File: src/rtl/id_stage.sv
// -----------------------------------------------------------------------------
// id_stage -- instruction decode stage of a small 16-bit pipeline.
//
// Purpose
//   Holds the 16 x 16-bit register file and reads both source operands
//   combinationally. A write landing in the same cycle is bypassed through
//   to the read ports. The stage decodes the opcode into the wb/mem/ex
//   control bits, builds the zero- and sign-extended immediates, and detects
//   load-use hazards against a load sitting in EX.
//
// Handshake semantics
//   instrValid=0 or flush=1 turns the slot into a bubble (wb/mem/ex = 0)
//   and never stalls. A bubble is also produced on a load-use hazard, but
//   then stall=1 so that IF/ID and the PC hold the instruction for a retry.
//   flush wins over a hazard because the instruction is being killed anyway.
//
// Configuration
//   ID_STALL_CNT_EN : when defined, adds the stallCnt output. stallCnt is a
//                     16-bit saturating count of the cycles with stall=1.
//                     When undefined, the port and its logic do not exist.
//
// Ports
//   clk, rst                    clock; asynchronous active-high reset
//   instr[15:0]                 [15:12] opcode, [11:8] op1, [7:4] op2, [7:0] imm8
//   instrValid, flush           slot qualifiers (see above)
//   wbEn, wbAddr, wbData        write-back port from WB
//   exMemRead, exRd             load currently in EX and its destination
//   readDataOp1/2               register read data for op1/op2
//   concatZero, signExtImd      extended immediates
//   IdExOp1, IdExOp2            source register numbers
//   wb, mem, ex                 decoded controls (bubble-forced when needed)
//   stall                       hold PC and IF/ID this cycle
//   stallCnt                    stall counter (ID_STALL_CNT_EN only)
// -----------------------------------------------------------------------------
module id_stage (
    input  logic        clk,
    input  logic        rst,
    input  logic [15:0] instr,
    input  logic        instrValid,
    input  logic        flush,
    input  logic        wbEn,
    input  logic [3:0]  wbAddr,
    input  logic [15:0] wbData,
    input  logic        exMemRead,
    input  logic [3:0]  exRd,
    output logic [15:0] readDataOp1,
    output logic [15:0] readDataOp2,
    output logic [15:0] concatZero,
    output logic [15:0] signExtImd,
    output logic [3:0]  IdExOp1,
    output logic [3:0]  IdExOp2,
    output logic        wb,
    output logic        mem,
    output logic [1:0]  ex,
    output logic        stall
`ifdef ID_STALL_CNT_EN
    ,
    output logic [15:0] stallCnt
`endif
);

    logic [3:0]  opcode;
    logic [7:0]  imm8;
    logic [15:0] regs [16];
    logic        wbFire;

    logic        decWb;
    logic        decMem;
    logic [1:0]  decEx;
    logic        decReal;
    logic        hazard;
    logic        bubble;

    assign opcode  = instr[15:12];
    assign IdExOp1 = instr[11:8];
    assign IdExOp2 = instr[7:4];
    assign imm8    = instr[7:0];

    assign concatZero = {8'h00, imm8};
    assign signExtImd = {{8{imm8[7]}}, imm8};

    // Writes to R0 are discarded, and nothing is written while reset is held.
    assign wbFire = wbEn && (wbAddr != 4'd0) && !rst;

    // ---------------------------------------------------------------------
    // Register file
    // ---------------------------------------------------------------------
    always_ff @(posedge clk or posedge rst) begin
        if (rst) begin
            for (int i = 0; i < 16; i++) begin
                regs[i] <= 16'h0000;
            end
        end else if (wbFire) begin
            regs[wbAddr] <= wbData;
        end
    end

    // R0 is hardwired to zero. A same-cycle write to the address being read
    // is forwarded, so WB and ID can share a cycle without a split clock.
    always_comb begin
        readDataOp1 = 16'h0000;
        if (IdExOp1 != 4'd0) begin
            readDataOp1 = (wbFire && wbAddr == IdExOp1) ? wbData : regs[IdExOp1];
        end
    end

    always_comb begin
        readDataOp2 = 16'h0000;
        if (IdExOp2 != 4'd0) begin
            readDataOp2 = (wbFire && wbAddr == IdExOp2) ? wbData : regs[IdExOp2];
        end
    end

    // ---------------------------------------------------------------------
    // Opcode decode
    // ---------------------------------------------------------------------
    always_comb begin
        decWb   = 1'b0;
        decMem  = 1'b0;
        decEx   = 2'b00;
        decReal = 1'b1;
        case (opcode)
            4'h0: begin decWb = 1'b1; decEx = 2'b00; end  // ADD
            4'h1: begin decWb = 1'b1; decEx = 2'b01; end  // SUB
            4'h2: begin decWb = 1'b1; decEx = 2'b10; end  // AND
            4'h3: begin decWb = 1'b1; decEx = 2'b11; end  // OR
            4'h4: begin decWb = 1'b1; decEx = 2'b00; end  // ADDI
            4'h8: begin decWb = 1'b1; decMem = 1'b1; end  // LW
            4'h9: begin decMem = 1'b1; end                // SW
            default: decReal = 1'b0;                      // NOP
        endcase
    end

    // A load in EX produces its value too late for the instruction in ID to
    // use it, so the dependent instruction must wait one cycle. Both source
    // fields are compared for every opcode; for ADDI this is conservative.
    assign hazard = instrValid && decReal && exMemRead && (exRd != 4'd0) &&
                    ((exRd == IdExOp1) || (exRd == IdExOp2));

    assign stall  = !rst && !flush && hazard;
    assign bubble = rst || flush || !instrValid || hazard;

    assign wb  = bubble ? 1'b0  : decWb;
    assign mem = bubble ? 1'b0  : decMem;
    assign ex  = bubble ? 2'b00 : decEx;

`ifdef ID_STALL_CNT_EN
    // The counter saturates rather than wrapping, so a long stall cannot
    // make it look as if few stalls occurred.
    always_ff @(posedge clk or posedge rst) begin
        if (rst) begin
            stallCnt <= 16'h0000;
        end else if (stall && stallCnt != 16'hFFFF) begin
            stallCnt <= stallCnt + 16'd1;
        end
    end
`endif

endmodule

File: config.mk
export PLATFORM = sky130hd
export DESIGN_NAME = id_stage
export DESIGN_NICKNAME = d
export VERILOG_FILES = /design/src/rtl/id_stage.sv
export SDC_FILE = /design/constraint.sdc
export NUM_CORES = 1
export LEC_CHECK = 0
export CELL_PAD_IN_SITES_DETAIL_PLACEMENT = 2
export CELL_PAD_IN_SITES_GLOBAL_PLACEMENT = 2
export CORE_MARGIN = 1
export CORE_UTILIZATION = 46
export CTS_CLUSTER_DIAMETER = 80
export DETAILED_ROUTE_END_ITERATION = 12
export DONT_BUFFER_PORTS = 1
export PLACE_DENSITY = 0.79
export SYNTH_ARGS = -nofsm -noshare
export SYNTH_HDL_FRONTEND = slang
export SYNTH_SLANG_ARGS = --single-unit
File: constraint.sdc
create_clock -name clk -period 12.3 [get_ports clk]
set_input_delay 2.46 -clock clk [delete_from_list [all_inputs] [get_ports clk]]
set_output_delay 2.46 -clock clk [all_outputs]
set_load 0.01 [all_outputs]
==> flow_summary.yaml <==
outcome:
  status: "finished, final reports clean"
finish:
  final_util: 0.496
  seq_area_um2: 6410
  fillCellCount: 2757
  multi_input_area_um2: 7110
  largest_reg_flops: 256
  syn2layout_area_growth_pct: 6.08
  top_register: "regs"
  top_regs: "regs: 256 flops"
  nNetsFinal: 944
  final_area_um2: 15200
  drive_above_1_share: 0.479
power:
  power_density_nw_per_um2: 167
  swShare: 0.273
  power_frac_clock: 0.362
  power_w: 0.00254
  leakage_nw: 6.49
  seqPwrFrac: 0.448
  peakVddDrop_mv: 0.102
  combinationalPowerShare: 0.190
  internal-power_w: 0.00184
  p_switching_w: 0.000692
worst_setup_path:
  timing_worst_setup_path_type: "in -> out"
  critical_path_arrival_ns: 4.40
  end_kind: "primary output"
  startpoint_type: "input pin"
  reg2reg_depth: 1
  required_ns: 9.84
  r2r_start: "regs[107]"
  rrSetupSlack_ns: 11.42
  path_max_fanout: 9
  r2r-end: "regs[107]"
timing:
  timing.slew.headroom: 0.0341
  hold_viol_final: 0
  finalSetupTns_ns: 0
  worst_slew_pin_slew_ns: 1.45
  fmax_ghz: 0.146
  period_needed_ns: 6.86
  rsz0062_at_grt: "false"
  setup_violations: 0
  finalMaxSlewViolations: 0
  fin_crit_sh: 0.558
  clock_skew_ns: 0
routing:
  routed_wirelength_um: 47300
  ant_nets: 0
  drtPass1Iterations: 5
  viasPerCell: 6.99
  first_iter_violations: 839
  post_drt_wl_per_cell_um: 35.9
  vias: 9205
  drc: 0
clock_network:
  clockBufferDepth: 3
  clock_sinks: 256
  cts_tree: "done"
  cts_resized: 0
  cts_hold_buf: 0
  cts_made_buffers: 28
  clk_latency_ns: 0.54
  ctsHtreeMaxLevel: 1
  postCtsSetupBuffers: 0
  clkTransAtPathRegs_ns: 0.06
  clock-root-buffer: "clkbuf_16"
yosys:
  synthesis.area_um2: 14300
  syn_inst: 988
  ys_warn_count: 0
  ys_async_sr_fraction: 1.00
  synthTopCellsByCount: "dfrtp_1, mux2_2, mux4_2"
  synth_top_area_frac: 0.448
  synth_edf_count: 0
  synthTopCellsByArea: "dfrtp_1, mux4_2, mux2_2"
  syn_area_per_cell_um2: 14.5
  yosysMostFrequentCell: "dfrtp_1"
  yosys_register_bits: 256
  synth-seq-area-share: 0.448
  synth_top_area_cell: "dfrtp_1"
  synth_cell_type_count: 39
  ys.flop_type: "dfrtp_1"
worst_hold_path:
  holdPathEnd: "regs[254]"
  hold_path.class: "reg -> reg"
  min_from: "regs[254]"
  hold_path_depth: 0
floorplan:
  initial_core_util: 0.467
  dieArea_um2: 31800
  num_io_pins: 123
  rows: 64
  dieWidth_um: 178
  die_h_um: 178
  core-area_um2: 30600
global_routing:
  grt_max_degree: 114
  gr-total-overflow: 0
  grt_pass1_wl_um: 69600
  grt_antenna_before_repair: 1
  grt_pass1_vias: 10200
  grt_usage: 0.306
place:
  place_area_um2: 14200
  portBuffers: 0
  hpwl_um: 26100
  routabilityCongestion: 0.764
flow_run:
  maxCapViolCount: 0
[worst max path at each step]
| stage | start | endpoint | cells after the start |
|---|---|---|---|
| after floorplan | rst | regs[0] | 1 |
| after global placement | rst | readDataOp1[13] | 5 |
| after detailed placement | rst | readDataOp1[13] | 5 |
| after CTS | rst | readDataOp1[13] | 5 |
| after global routing | rst | readDataOp1[13] | 5 |
| final | rst | readDataOp1[13] | 5 |
[metrics by stage]
step / hold WS, ns / setup slack, ns / std cells
2_1_floorplan: 0.441 / 2.80 / 995
3_3_place_gp: 0.376 / 5.49 / 1264
5_1_grt: 0.411 / 5.39 / 1316
3_5_place_dp: 0.384 / 5.54 / 1264
6_report: 0.394 / 5.44 / 1317
4_1_cts: 0.397 / 5.50 / 1316
[cell usage in the layout (no fill, tap or decap), types with 4 or more instances in the layout]
master,instances
a22o_1,32
a22oi_1,64
and2_1,6
buf_4,19
bufinv_16,4
clkbuf_1,6
clkbuf_16,29
clkbuf_8,7
clkinv_2,5
conb_1,8
dfrtp_1,256
mux2_1,9
mux2_2,231
mux4_2,128
nand2_1,44
nor2_1,10
nor2b_1,11
nor2b_2,4
xnor2_1,10
xor2_1,6
[layer usage]
| layer | track usage | routed length [µm] |
|---|---|---|
| met2 | 0.508 | 23600 |
| met1 | 0.398 | 18700 |
| met3 | 0.0633 | 3370 |
| met5 | 0 | 0 |
| met4 | 0.109 | 1600 |
[final cells by class]
class | count | area share
antenna | 1 | 0.000165
clock buffer | 42 | 0.0557
clock inverter | 10 | 0.0101
inverter | 2 | 0.000990
multi-input combinational | 591 | 0.469
sequential | 256 | 0.422
tap | 396 | 0.0327
timing repair buffer | 19 | 0.00940
[kinds of logic after synthesis]
kind of cell	synth area share
other	0.000262
and+or+nand+nor	0.0365
DFF	0.448
muxes	0.391
xor gates and xnor gates	0.00980
buffers and inverters	0.0581
AOI/OAI and AO/OA	0.0567
[power by group through the flow]
stage | sequential (W) | clock, W | combinational, W
CTS | 0.00113 | 0.000924 | 0.000485
global route | 0.00115 | 0.000954 | 0.000511
finish | 0.00114 | 0.000918 | 0.000482
global placement | 0.00111 | 0 | 0.000439
floorplan | 0.00108 | 0 | 0.000426
detailed placement | 0.00113 | 0 | 0.000465
[worst max-delay path, cell delays in order]
cell      delay, ns
nand2b_4       0.16
nor4_1         0.54
and2_1         0.56
buf_4          0.35
a22o_1         0.30
(Power assumes the default switching activity.)
